[config.mk]
export PLATFORM = sky130hd
export DESIGN_NAME = dt_param
export DESIGN_NICKNAME = d
export VERILOG_FILES = /design/src/rtl/dt_param.sv
export SDC_FILE = /design/constraint.sdc
export NUM_CORES = 1
export LEC_CHECK = 0
export CORE_MARGIN = 8
export CORE_UTILIZATION = 35
export CTS_CLUSTER_SIZE = 20
export DETAILED_ROUTE_END_ITERATION = 8
export GPL_TIMING_DRIVEN = 0
export PLACE_DENSITY = 0.61
export SYNTH_ARGS = -nofsm -noshare
export SYNTH_HDL_FRONTEND = slang
export SYNTH_SLANG_ARGS = --single-unit
[constraint.sdc]
create_clock -name clk -period 12.7 [get_ports clk]
set_input_delay 3.175 -clock clk [delete_from_list [all_inputs] [get_ports clk]]
set_output_delay 3.175 -clock clk [all_outputs]
set_load 0.05 [all_outputs]
[src/rtl/dt_param.sv]
// dt_param: two-pass (forward/backward raster) distance transform of a binary image,
// using the external result RAM as the only frame store.
module dt_param #(
    parameter int IMG_W  = 128,
    parameter int IMG_H  = 128,
    parameter int WORD_W = 16,
    parameter int DIST_W = 8,
    localparam int SA_W  = $clog2(IMG_W * IMG_H / WORD_W),
    localparam int RA_W  = $clog2(IMG_W * IMG_H)
) (
    input  logic              clk,
    input  logic              reset,
    input  logic              start,
    input  logic              metric,
    output logic              busy,
    output logic              done,
    output logic              sti_rd,
    output logic [SA_W-1:0]   sti_addr,
    input  logic [WORD_W-1:0] sti_di,
    output logic              res_wr,
    output logic              res_rd,
    output logic [RA_W-1:0]   res_addr,
    output logic [DIST_W-1:0] res_do,
    input  logic [DIST_W-1:0] res_di
);
    localparam int XW = $clog2(IMG_W);
    localparam int WB = $clog2(WORD_W);
    localparam logic [RA_W-1:0] ROW = RA_W'(IMG_W);
    localparam logic [DIST_W-1:0] DMAX = '1;
    localparam logic [DIST_W-1:0] ONE = DIST_W'(1);

    typedef enum logic [2:0] {IDLE, LOAD, FWD, BWD, FIN} state_t;
    typedef enum logic [1:0] {PH_C, PH_X, PH_L, PH_W} phase_t;

    state_t state_q, state_d;
    phase_t ph_q, ph_d;
    logic [RA_W-1:0] pix_q, pix_d, la;
    logic [WORD_W-1:0] sh_q, sh_d;
    logic metric_q, metric_d;
    logic [DIST_W-1:0] ctr_q, ctr_d, pa_q, pa_d, pb_q, pb_d, pc_q, pc_d;
    logic pass, bwd, chess, row0, col0, coln, need_x, need_l, inner, fg, last, wend;
    logic [DIST_W-1:0] m, inc, result;

    function automatic logic [DIST_W-1:0] dmin(input logic [DIST_W-1:0] a, input logic [DIST_W-1:0] b);
        return a < b ? a : b;
    endfunction

    // Each pass walks a logical raster; the backward pass mirrors it by inverting the address,
    // so its E/SE/S/SW neighbours become the same W/NW/N/NE window as the forward pass.
    always_comb begin
        pass   = state_q == FWD || state_q == BWD;
        bwd    = state_q == BWD;
        chess  = !metric_q;
        row0   = pix_q < ROW;
        col0   = pix_q[XW-1:0] == '0;
        coln   = &pix_q[XW-1:0];
        need_x = chess && !row0 && col0;
        need_l = !row0 && !(chess && coln);
        inner  = need_l && !col0;
        last   = &pix_q;
        wend   = ((pix_q + 1'b1) & RA_W'(WORD_W - 1)) == '0;
        fg     = ctr_q != '0;
        m      = chess ? dmin(dmin(pa_q, pb_q), dmin(pc_q, res_di)) : dmin(pa_q, res_di);
        inc    = m == DMAX ? DMAX : m + ONE;
        result = !inner ? ONE : bwd ? dmin(ctr_q, inc) : inc;
        la     = ph_q == PH_X ? pix_q - ROW : ph_q == PH_L ? pix_q - ROW + RA_W'(chess) : pix_q;
        busy     = state_q != IDLE;
        done     = state_q == FIN;
        sti_rd   = state_q == LOAD && ph_q == PH_C;
        res_rd   = pass && (ph_q == PH_C || ph_q == PH_X || (ph_q == PH_L && need_l));
        res_wr   = ph_q == PH_W && (state_q == LOAD || (pass && fg));
        sti_addr = sti_rd ? SA_W'(pix_q >> WB) : '0;
        res_addr = (res_rd || res_wr) ? (bwd ? ~la : la) : '0;
        res_do   = !res_wr ? '0 : state_q == LOAD ? DIST_W'(sh_q[WORD_W-1]) : result;
        state_d  = state_q;
        ph_d     = ph_q;
        pix_d    = pix_q;
        sh_d     = sh_q;
        metric_d = metric_q;
        ctr_d    = ctr_q;
        pa_d     = pa_q;
        pb_d     = pb_q;
        pc_d     = pc_q;
        case (state_q)
            IDLE: if (start) begin
                state_d  = LOAD;
                ph_d     = PH_C;
                pix_d    = '0;
                metric_d = metric;
            end
            LOAD: case (ph_q)
                PH_C: ph_d = PH_X;
                PH_X: begin
                    sh_d = sti_di;
                    ph_d = PH_W;
                end
                default: begin
                    sh_d    = sh_q << 1;
                    pix_d   = pix_q + 1'b1;
                    ph_d    = wend ? PH_C : PH_W;
                    state_d = last ? FWD : LOAD;
                end
            endcase
            FWD, BWD: case (ph_q)
                PH_C: ph_d = need_x ? PH_X : PH_L;
                PH_X: begin
                    ctr_d = res_di;
                    ph_d  = PH_L;
                end
                PH_L: begin
                    ctr_d = need_x ? ctr_q : res_di;
                    pc_d  = need_x ? res_di : pc_q;
                    ph_d  = PH_W;
                end
                default: begin
                    pa_d  = fg ? result : '0;
                    pb_d  = pc_q;
                    pc_d  = res_di;
                    pix_d = pix_q + 1'b1;
                    ph_d  = PH_C;
                    state_d = !last ? state_q : bwd ? FIN : BWD;
                end
            endcase
            default: state_d = IDLE;
        endcase
    end

    always_ff @(posedge clk or negedge reset) begin
        if (!reset) begin
            state_q  <= IDLE;
            ph_q     <= PH_C;
            pix_q    <= '0;
            sh_q     <= '0;
            metric_q <= 1'b0;
            ctr_q    <= '0;
            pa_q     <= '0;
            pb_q     <= '0;
            pc_q     <= '0;
        end else begin
            state_q  <= state_d;
            ph_q     <= ph_d;
            pix_q    <= pix_d;
            sh_q     <= sh_d;
            metric_q <= metric_d;
            ctr_q    <= ctr_d;
            pa_q     <= pa_d;
            pb_q     <= pb_d;
            pc_q     <= pc_d;
        end
    end
endmodule

======== Word level (Yosys, flattened, before mapping) ========
Index checks and enable logic that the tools add are counted.
cells by class
  add/subtract/negate cells ............... 4
  magnitude comparators ................... 6
  equality and inequality tests ........... 14
  mux-type cells .......................... 39
  bitwise gates (word level) .............. 4
  reduce and logical (&&, ||, !) cells .... 40
operator list
  kind                                                          number
  2-to-1 mux 8 bit                                              14
  2-to-1 mux 14 bit                                             7
  one-hot mux 14 bit (3 select lines)                           1
  less-than comparator 8 bit                                    5
  one-hot mux 16 bit (2 select lines)                           1
  one-hot mux 8 bit (2 select lines)                            2
  2-to-1 mux 3 bit                                              5
  adder 14 x 1 -> 14 bit                                        1
  adder 14 x 1 -> 14 bit (second input constant)                1
  logical NOT 14 bit                                            1
  less-than comparator 14 x 8 -> 1 bit (second input constant)  1
  inverter 14 bit                                               1
  AND reduction 14 bit                                          1
  subtractor 14 x 8 -> 14 bit (second input constant)           1
  != test 2 bit (second input constant)                         6
  one-hot mux 2 bit (3 select lines)                            2
  logical AND 1 bit                                             10
  2-to-1 mux 10 bit                                             1
  one-hot mux 3 bit (3 select lines)                            1
  adder 8 x 1 -> 8 bit (second input constant)                  1
  == test 8 bit (second input constant)                         1
  2-to-1 mux 2 bit                                              4
  AND reduction 2 bit                                           4
  AND reduction 4 bit                                           2
  19 further kinds                                              33
word-level totals
  register bits after elaboration ......... 68
  output and inout bits ................... 37

======== Longest topological paths before layout ========
  word-level depth ........................ 13
  mapped depth ............................ 29
  gate-level depth less buffers ........... 29

======== Worst setup path after synthesis ========
Ideal clock, no wire load.
  kind .................................... input to output
  start point ............................. input port res_di[6]
  end point ............................... output port res_do[7]
  arrival ................................. 8.892 ns
  required time ........................... 9.525 ns
  slack ................................... 0.633 ns
  stages .................................. 25
  path through ............................ inv_1 ha_1 and4_1 o21ai_1 o21ai_2 mux2_2 inv_1 ha_1 nand4_1 a21oi_1 nor3_4 and2_1 a211o_2 o221ai_2 ha_1 nand3_4 nor3_4 nor2_1 ha_1 a211o_1 or2_2 a21oi_1 o21ai_4 mux2_4 nor2_1
on the way
  longest elaborated chain between the ends .. 13
RTL lines
  what                                                          line  text
  from (decl)                                                   24    input logic [DIST_W-1:0] res_di
  less-than comparator 8 bit                                    45    return a < b ? a : b;
  2-to-1 mux 8 bit                                              45
  less-than comparator 8 bit                                    45
  2-to-1 mux 8 bit                                              45
  2-to-1 mux 8 bit (*)                                          63    m = chess ? dmin(dmin(pa_q, pb_q), dmin(pc_q, res_di)) : dmin(pa_q, res_di);
  adder 8 x 1 -> 8 bit / == test 8 bit (equally long branches)  64    inc = m == DMAX ? DMAX : m + ONE;
  2-to-1 mux 8 bit (*)                                          64
  less-than comparator 8 bit                                    45
  2-to-1 mux 8 bit                                              45
  2-to-1 mux 8 bit (*) (2 in series)                            65    result = !inner ? ONE : bwd ? dmin(ctr_q, inc) : inc;
  2-to-1 mux 8 bit (*) (2 in series)                            74    res_do = !res_wr ? '0 : state_q == LOAD ? DIST_W'(sh_q[WORD_W-1]) : result;
  to (decl)                                                     23    output logic [DIST_W-1:0] res_do,
Every way passes the cells marked *; elsewhere a longest branch is shown, timed or not.

======== Worst setup path in the final report ========
  start point ............................. input port res_di[3]
  end point ............................... output port res_do[1]
Same word-level chain as after synthesis.

==> flow_summary.toml <==
[run_status]
status = "complete, no violations"

[cts]
cts_root_buf = "clkbuf_16"
cts_tree = "built"
clkSinkCount = 68
hold_buffers = 0
h-tree-depth = 3
clk_pin_slew_ns = 0.06
cts_max_path_buffers = 2
clock_latency_ns = 0.34
cts_made_buffers = 9

[global_route]
grt_max_degree = 68
antenna_found_initial = 0
grt_pass1_wl_um = 27800
gr-total-overflow = 0
grt_usage_pct = 17.0
grt_pass1_vias = 5314

[timing]
hold_violations = 0
fmax_ghz = 0.0805
finalWorstSetupSlack_ns = 0.281
fin_tns_setup_ns = 0
fin_worst_skew_ns = 0.00663
min_period_over_period_pct = 97.8
hold_slack_ns = 0.499
finalCriticalPeriod_ns = 12.42
slew_violations = 0
tightest_slew_ns = 0.800
setup_viol = 0
slew_headroom_pct = 46.7
rsz0062_at_grt = "false"

[yosys]
synth_edf_count = 0
syn_nets = 777
syn_area_mm2 = 0.00578
syn_inst = 702
syn_area_per_cell_um2 = 8.23
synth_seq_cells = 68
synth.distinct_cells = 71
yosysWarnings = 0
synth-main-ff-cell = "dfrtp_1"
yosys-top-cells-area = "dfrtp_1 (29%), ha_1 (10%), nor2_1 (5.5%)"
yosysTopAreaCell = "dfrtp_1"
synthArstFlopShare_pct = 100
synth_top_area_share_pct = 29.5
seq_area_frac_synth_pct = 29.5

[detailed_routing]
postRouteAntennaNets = 0
drt_iter0_drc = 470
drt_wl_total_um = 17300
vias = 5420
drc = 0
wire_per_inst_um = 17.1
first_pass_iters = 5
viasPerCell = 5.37

[worst_setup_path]
critical_path_arrival_ns = 9.24
cp_max_fo = 9
crit_type = "primary input to output pin"
worstSetupEndpointType = "output pin"
critPathLaunchType = "primary input"
crit_top_cell = "ha_1"
cp_slowest_cell = "dlygate4sd2_1"
cp.required_ns = 9.52
slowest_delay_ns = 0.37

[layout]
antenna_cells = 0
nets = 861
utilization_pct = 43.9
fillers = 1703
syn2layout_area_growth_pct = 24.3
stdcell_count = 1010
drive_gt1_share_pct = 11.9
design_area_mm2 = 0.00718

[placed_design]
dp_hpwl_um = 13100
place_ws_ns = -1.11
numPortBuffers = 64
dp.cells = 987
place_congestion = 0.859
dpl_cell_area_mm2 = 0.00672

[power]
ir_worst_vdd_mv = 0.192
powerDensity_mw_per_mm2 = 147
p_leak_nw = 3.21
finalPower_mw = 1.06

[die]
dieArea_mm2 = 0.0209
core-area_mm2 = 0.0163
ios = 65
start_util_pct = 35.3
die_w_um = 144
fp-row-count = 47
die_y_um = 144

[worst_hold_path]
hold_class = "register to register"

[run]
drv_cap = 0
-- report_power, final --
| part | internal (mW) | switching (mW) | leakage [nW] |
|---|---|---|---|
| Combinational | 0.187 | 0.330 | 2.27 |
| Sequential | 0.252 | 0.0316 | 0.800 |
| Clock | 0.156 | 0.0984 | 0.138 |
| Total | 0.595 | 0.460 | 3.21 |
-- repair_timing --
item | in CTS | in global routing
setup buffers | 5 | 4
endpoints found under the setup margin | 8 | 8
pin swaps | 3 | 7
endpoints found under the hold margin | 0 | 0
cloned | 0 | 0
gates resized for setup | 58 | 23
-- metal layers --
layer  up-vias  wire [um]  global-route usage [%]
met5         -          0                       0
met4         0        320                    5.15
met3        29       1020                    3.90
met2       166       8050                    27.8
met1      2550       7880                    21.7
li1       2675          -                       -
-- path summary, 6_finish.rpt --
kind | startpoint | end | slack (ns) | cells after the start
min in group asynchronous | reset | sh_q[2]$_DFFE_PN0P_ | 2.62 | 1
hold / removal | pc_q[0]$_DFFE_PN0P_ | pc_q[0]$_DFFE_PN0P_ | 0.50 | 2
setup / recovery | res_di[3] | res_do[1] | 0.28 | 28
hold reg to reg | pc_q[0]$_DFFE_PN0P_ | pc_q[0]$_DFFE_PN0P_ | 0.50 | 2
max in group asynchronous | reset | pb_q[7]$_DFFE_PN0P_ | 9.54 | 2
setup reg to reg | pa_q[1]$_DFFE_PN0P_ | pa_q[1]$_DFFE_PN0P_ | 6.52 | 23
-- cell type report --
class / count / area (um^2) / share of cell area [%]
multi-input combinational: 555 / 3880 / 54.0
sequential: 68 / 1700 / 23.7
timing repair buffer: 74 / 741 / 10.3
tap: 220 / 275 / 3.83
clock buffer: 11 / 243 / 3.38
inverter: 50 / 188 / 2.61
buffer: 28 / 105 / 1.46
clock inverter: 4 / 50.0 / 0.697
-- registers in the layout, summed over array words and instances, names as in the netlist --
register  count
sh_q         16
pix_q        14
ctr_q         8
pa_q          8
pb_q          8
pc_q          8
state_q       3
ph_q          2
metric_q      1
-- cell families after synthesis --
family / after synthesis / synth area share, %
DFF: 68 / 29.5
muxes: 44 / 8.36
buffers and inverters: 79 / 5.13
AOI/OAI and AO/OA: 183 / 21.0
xor gates and xnor gates: 32 / 4.85
adders and majority gates: 47 / 10.2
and+or+nand+nor: 249 / 21.0
-- critical path: cells and delay by family --
kind,cells,cell delay [ns]
fa+ha+maj,4,1.05
buf+inv,5,0.90
simple gates,9,2.20
compound gates,8,1.36
mux,2,0.55
-- cells in the mapped netlist, drive strengths merged (8+ instances only) --
| library cell | count |
|---|---|
| nor2 | 85 |
| dfrtp | 68 |
| nand2 | 65 |
| o21ai | 62 |
| a21oi | 50 |
| inv | 50 |
| ha | 47 |
| clkbuf | 26 |
| mux2i | 25 |
| xnor2 | 20 |
| mux2 | 19 |
| nor3 | 18 |
| nand3 | 16 |
| and3 | 13 |
| xor2 | 12 |
| a211oi | 10 |
| nor4 | 10 |
| nand4 | 8 |
-- layout by cell type (no fill, tap or decap), types with 23 or more instances in the layout --
cell | netlist | layout
a21oi_1 | 49 | 45
clkbuf_1 | 26 | 27
clkdlybuf4s50_1 | 0 | 48
dfrtp_1 | 68 | 68
ha_1 | 47 | 46
inv_1 | 50 | 47
mux2i_1 | 25 | 23
nand2_1 | 65 | 65
nor2_1 | 84 | 82
o21ai_0 | 48 | 48
(Power assumes the default switching activity.)
==> patch 1: new RTL, same flow settings <==
Put a register stage on the output `res_addr`, cleared by the reset. The value now appears one clock later. The other outputs are not delayed to match.
--- a/src/rtl/dt_param.sv
+++ b/src/rtl/dt_param.sv
@@ -32,4 +32,6 @@
     typedef enum logic [2:0] {IDLE, LOAD, FWD, BWD, FIN} state_t;
     typedef enum logic [1:0] {PH_C, PH_X, PH_L, PH_W} phase_t;
+
+    logic [RA_W-1:0] res_addr_d;
 
     state_t state_q, state_d;
@@ -71,5 +73,5 @@
         res_wr   = ph_q == PH_W && (state_q == LOAD || (pass && fg));
         sti_addr = sti_rd ? SA_W'(pix_q >> WB) : '0;
-        res_addr = (res_rd || res_wr) ? (bwd ? ~la : la) : '0;
+        res_addr_d = (res_rd || res_wr) ? (bwd ? ~la : la) : '0;
         res_do   = !res_wr ? '0 : state_q == LOAD ? DIST_W'(sh_q[WORD_W-1]) : result;
         state_d  = state_q;
@@ -149,4 +151,12 @@
         end
     end
+    always_ff @(posedge clk or negedge reset) begin
+        if (!reset) begin
+            res_addr <= '0;
+        end else begin
+            res_addr <= res_addr_d;
+        end
+    end
+
 endmodule
 
Behaviour: not the same (Yosys sat finds a counterexample within 10 cycles, from zero or initial values and one cycle with reset low).
==> patch 1 against the original RTL <==
  * Combinational power down 15%
  * Count of clock-buffer cells in the layout up 1
  * Cell area up 5.5%
  * Worst setup slack better by 17 ps
  * Synthesized area up 5.4%
  * Utilization up 0.20 points
  * Sequential cell count up 14
  * Total power down 0.85%
  * Via count up 4.6%
  * Cell count up 2.0%
  * Sequential power up 20%
  * Routed wire length up 1.9%
==> patch 1: results <==
group,metric,value,unit
critical_path,crit_start,"res_di[1]",
critical_path,reg2reg_setup_slack,6110,ps
critical_path,critPathSlowestCell,"a211oi_2",
placement,dpl_cell_area,7040,µm²
timing,timing.final.crit_period,12400,ps
global_routing,track_usage,16.3,%
routing,drt_iter0_drc,445,
synthesis,async_flop_share,100,%
layout,buf_share,11.3,%
synthesis,synth_area_leaders,"dfrtp_1 34%, ha_1 9.7%, a21oi_1 5.3%",
status,outcome,"finished, final reports clean",
routing,wl_per_cell,17.1,µm
layout,clkCellAreaFrac,3.93,%
global_routing,use_met2,25.0,%
routing,met2_length,7.86,mm
routing,viasPerCell,5.50,
layout,multi_input_gates,561,
synthesis,yosysSeqAreaShare,33.7,%
synthesis,syn_nets,794,
critical_path,crit_fanout,10,
layout,seq_area_share,27.1,%
layout,fillers,1730,
synthesis,synth-seq-cells,82,
placement,place_congestion,0.860,
layout,inverters,38,
placement,pre_cts_slack,-1780,ps
layout,regArea,2050,µm²
global_routing,grt_pass1_vias,5570,
critical_path,rr_worst_depth,29,
layout,largest_registers,"sh_q x16, pix_q x14, res_addr x14",
placement,detailed_place_hpwl,13.0,mm
synthesis,syn_avg_cell_area,8.47,µm²
timing,tightest_slew,869,ps
layout,nClkBuffers,12,
routing,wirelength_met1,8.58,mm
power,leakage,3.37,nW
critical_path,max_stage_delay,410,ps
critical_path,critical_path_arrival,9230,ps
layout,multiInputGateArea,3950,µm²
layout,drive_gt1_share,13.0,%
synthesis,synthTopCellsByCount,"85 x nor2_1, 82 x dfrtp_1, 65 x a21oi_1",
timing,finClkSkew,12.4,ps
routing,wl_met3,835,µm
global_routing,use_met1,22.7,%
synthesis,syn_inst,719,
global_routing,met3_usage,2.72,%
power,vdd_drop_max,0.0670,mV
global_routing,grt_pass1_wl,28.9,mm
critical_path,crit_family,"compound AO/OA/AOI/OAI gates",
layout,fin_nets,875,
synthesis,ys_types,63,
critical_path,reg2reg_to,"pa_q[6]$_DFFE_PN0P_",
global_routing,grt_max_degree,53,
clock_network,htree_levels,3,
layout,buffers,108,
layout,final_cells,1030,
[patch 1: cell types whose count changed after synthesis, sizes merged, moves of 7 or more]
cell and change:
a21oi +18, clkbuf +9, dfrtp +14, inv -12
nand2 -8, nand4 +9, nor4 -7, o21ai -11
[patch 1: repair_timing]
item / CTS / global route
endpoints found under the setup margin: 8 / 8
hold buffers: 0 / 0
gates resized for setup: 63 / 35
buffers inserted: 5 / 1
pin swaps: 3 / 4
endpoints found under the hold margin: 0 / 0
[patch 1: worst min path at each step]
stage / startpoint / to / slack (ps) / depth (start not counted)
final: pb_q[7]$_DFFE_PN0P_ / pb_q[7]$_DFFE_PN0P_ / 510 / 1
after global routing: pb_q[7]$_DFFE_PN0P_ / pb_q[7]$_DFFE_PN0P_ / 520 / 1
after CTS: pb_q[7]$_DFFE_PN0P_ / pb_q[7]$_DFFE_PN0P_ / 510 / 1
after detailed placement: pb_q[7]$_DFFE_PN0P_ / pb_q[7]$_DFFE_PN0P_ / 490 / 1
after global placement: pb_q[4]$_DFFE_PN0P_ / pb_q[4]$_DFFE_PN0P_ / 490 / 1
after floorplan: pb_q[6]$_DFFE_PN0P_ / pb_q[6]$_DFFE_PN0P_ / 480 / 1
[patch 1: kinds of logic (layout without fill, tap and decap cells)]
family	count (synthesis)	in the layout	synth area share, %
AOI/OAI and AO/OA	189	189	19.9
xor gates and xnor gates	32	32	4.60
DFF	82	82	33.7
muxes	49	49	8.57
buffers and inverters	76	162	4.85
and+or+nand+nor	244	244	18.8
adders and majority gates	47	47	9.66
[patch 1: power by group]
part / switching [mW] / total [mW] / internal, mW
logic: 0.277 / 0.438 / 0.161
clock network: 0.109 / 0.267 / 0.158
registers: 0.0301 / 0.342 / 0.312
total: 0.416 / 1.05 / 0.630
==> patch 2: new RTL, config.mk and constraints unchanged <==
Made on the original files. The parameter `IMG_W` goes from 128 to 512.
--- a/src/rtl/dt_param.sv
+++ b/src/rtl/dt_param.sv
@@ -2,5 +2,5 @@
 // using the external result RAM as the only frame store.
 module dt_param #(
-    parameter int IMG_W  = 128,
+    parameter int IMG_W  = 512,
     parameter int IMG_H  = 128,
     parameter int WORD_W = 16,
Interface: changed (resized res_addr and sti_addr); port bits go from 65 to 69. The function was not compared with the original's and may differ.
==> patch 2 against the original RTL <==
  * Highest routed layer unchanged
  * Cell area increased by 6.0%
  * Total power increased by 1.1%
  * Fmax decreased by 0.47%
  * Combinational power about the same
  * Critical endpoint unchanged
  * Worst setup slack got worse by 59 ps
  * Routed wire length increased by 0.45%
  * Synthesized area increased by 2.8%
  * Sequential cell count increased by 2
==> patch 2: results <==
group,metric,value,unit
synthesis,synth_area_leaders,"dfrtp_1 29%, ha_1 10%, nor2_1 5.8%",
power,powerClk,266,µW
synthesis,synth_fa_ha_area_share,10.1,%
power,leakage,3.29,nW
placement,dp_cells,998,
worst_hold_path,hold_start,"sh_q[12]$_DFFE_PN0P_",
global_routing,grt_pass1_vias,5349,
power,p_clk_share,24.9,%
synthesis,syn_nets,785,
timing,max_slew_margin,14.2,%
global_routing,use_met1,21.7,%
routing,wirelength,17.4,mm
critical_path,critPathSlowestCell,"or3b_4",
layout,drive_gt1_share,17.0,%
global_routing,track_usage,16.1,%
routing,num_vias,5469,
synthesis,syn_avg_cell_area,8.38,µm²
power,share_comb_of_total_power,48.5,%
placement,portBuffers,68,
routing,drt_iter0_drc,386,
critical_path,max_stage_delay,400,ps
synthesis,yosysSeqAreaShare,29.5,%
layout,fillers,1635,
critical_path,crit_fanout,7,
status,outcome,"finished, final reports clean",
layout,fin_nets,882,
clock_network,cts_resized,85,
synthesis,ys_types,67,
power,p_switching,465,µW
synthesis,synth_compound_area_share,18.7,%
placement,place_congestion,0.878,
global_routing,use_met2,25.2,%
placement,dpl_cell_area,6920,µm²
synthesis,synthTopCellsByCount,"92 x nor2_1, 70 x dfrtp_1, 55 x inv_1",
synthesis,synth.mux.area_fraction,10.9,%
layout,largest_registers,"pix_q x16, sh_q x16",
global_routing,met3_usage,4.17,%
power,vdd_drop_max,0.155,mV
routing,wl_per_cell,16.8,µm
patch 2: cell count changes in the layout (fill, tap and decap cells not counted), moves of 5 or more:
cell / unedited run / this run
clkbuf_1: 27 / 32
buf_6: 1 / 6
o21ai_0: 48 / 35
dlymetal6s2s_1: 6 / 0
mux2_2: 14 / 23
mux2i_1: 23 / 30
xnor2_1: 20 / 31
buf_2: 1 / 6
o21ai_1: 10 / 4
nand2_1: 65 / 53
patch 2: how the worst max path moves through the flow:
stage | from | endpoint | slack, ps | cells after the start
finish | res_di[3] | res_do[1] | 220 | 30
floorplan | res_di[6] | res_do[1] | 160 | 29
global route | res_di[6] | res_do[4] | -40 | 30
detailed placement | res_di[2] | res_do[4] | -1770 | 32
CTS | res_di[5] | res_do[4] | 10 | 33
global placement | res_di[2] | res_do[6] | -1740 | 32
patch 2: critical path, delay by kind of cell:
family | cells | cell delay (ps)
compound gates | 14 | 2690
fa+ha+maj | 3 | 810
buf+inv | 8 | 1120
mux | 2 | 730
simple gates | 3 | 760
patch 2: layout make-up:
class,count,share of cell area [%]
Multi-Input combinational cell,548,54.2
Buffer,35,1.87
Clock inverter,7,1.07
Tap cell,220,3.62
Timing Repair Buffer,86,10.6
Clock buffer,9,2.96
Inverter,56,2.76
Sequential cell,70,23.0
patch 2: layer usage:
metal / up-vias / wire length [µm]
met3: 12 / 883
met2: 132 / 7990
met1: 2621 / 8330
met4: 0 / 157
li1: 2704 / -
met5: - / 0
patch 2: metrics by stage:
step / hold WS (ps) / util [%] / setup slack, ps / TNS (ps)
floorplan: 476 / - / 160 / 0
global placement: 511 / 41.6 / -1740 / -13200
detailed placement: 524 / 41.7 / -1770 / -13400
CTS: 535 / 44.2 / 12.1 / 0
global route: 553 / 45.9 / -42.7 / -222
finish: 535 / 45.9 / 222 / 0
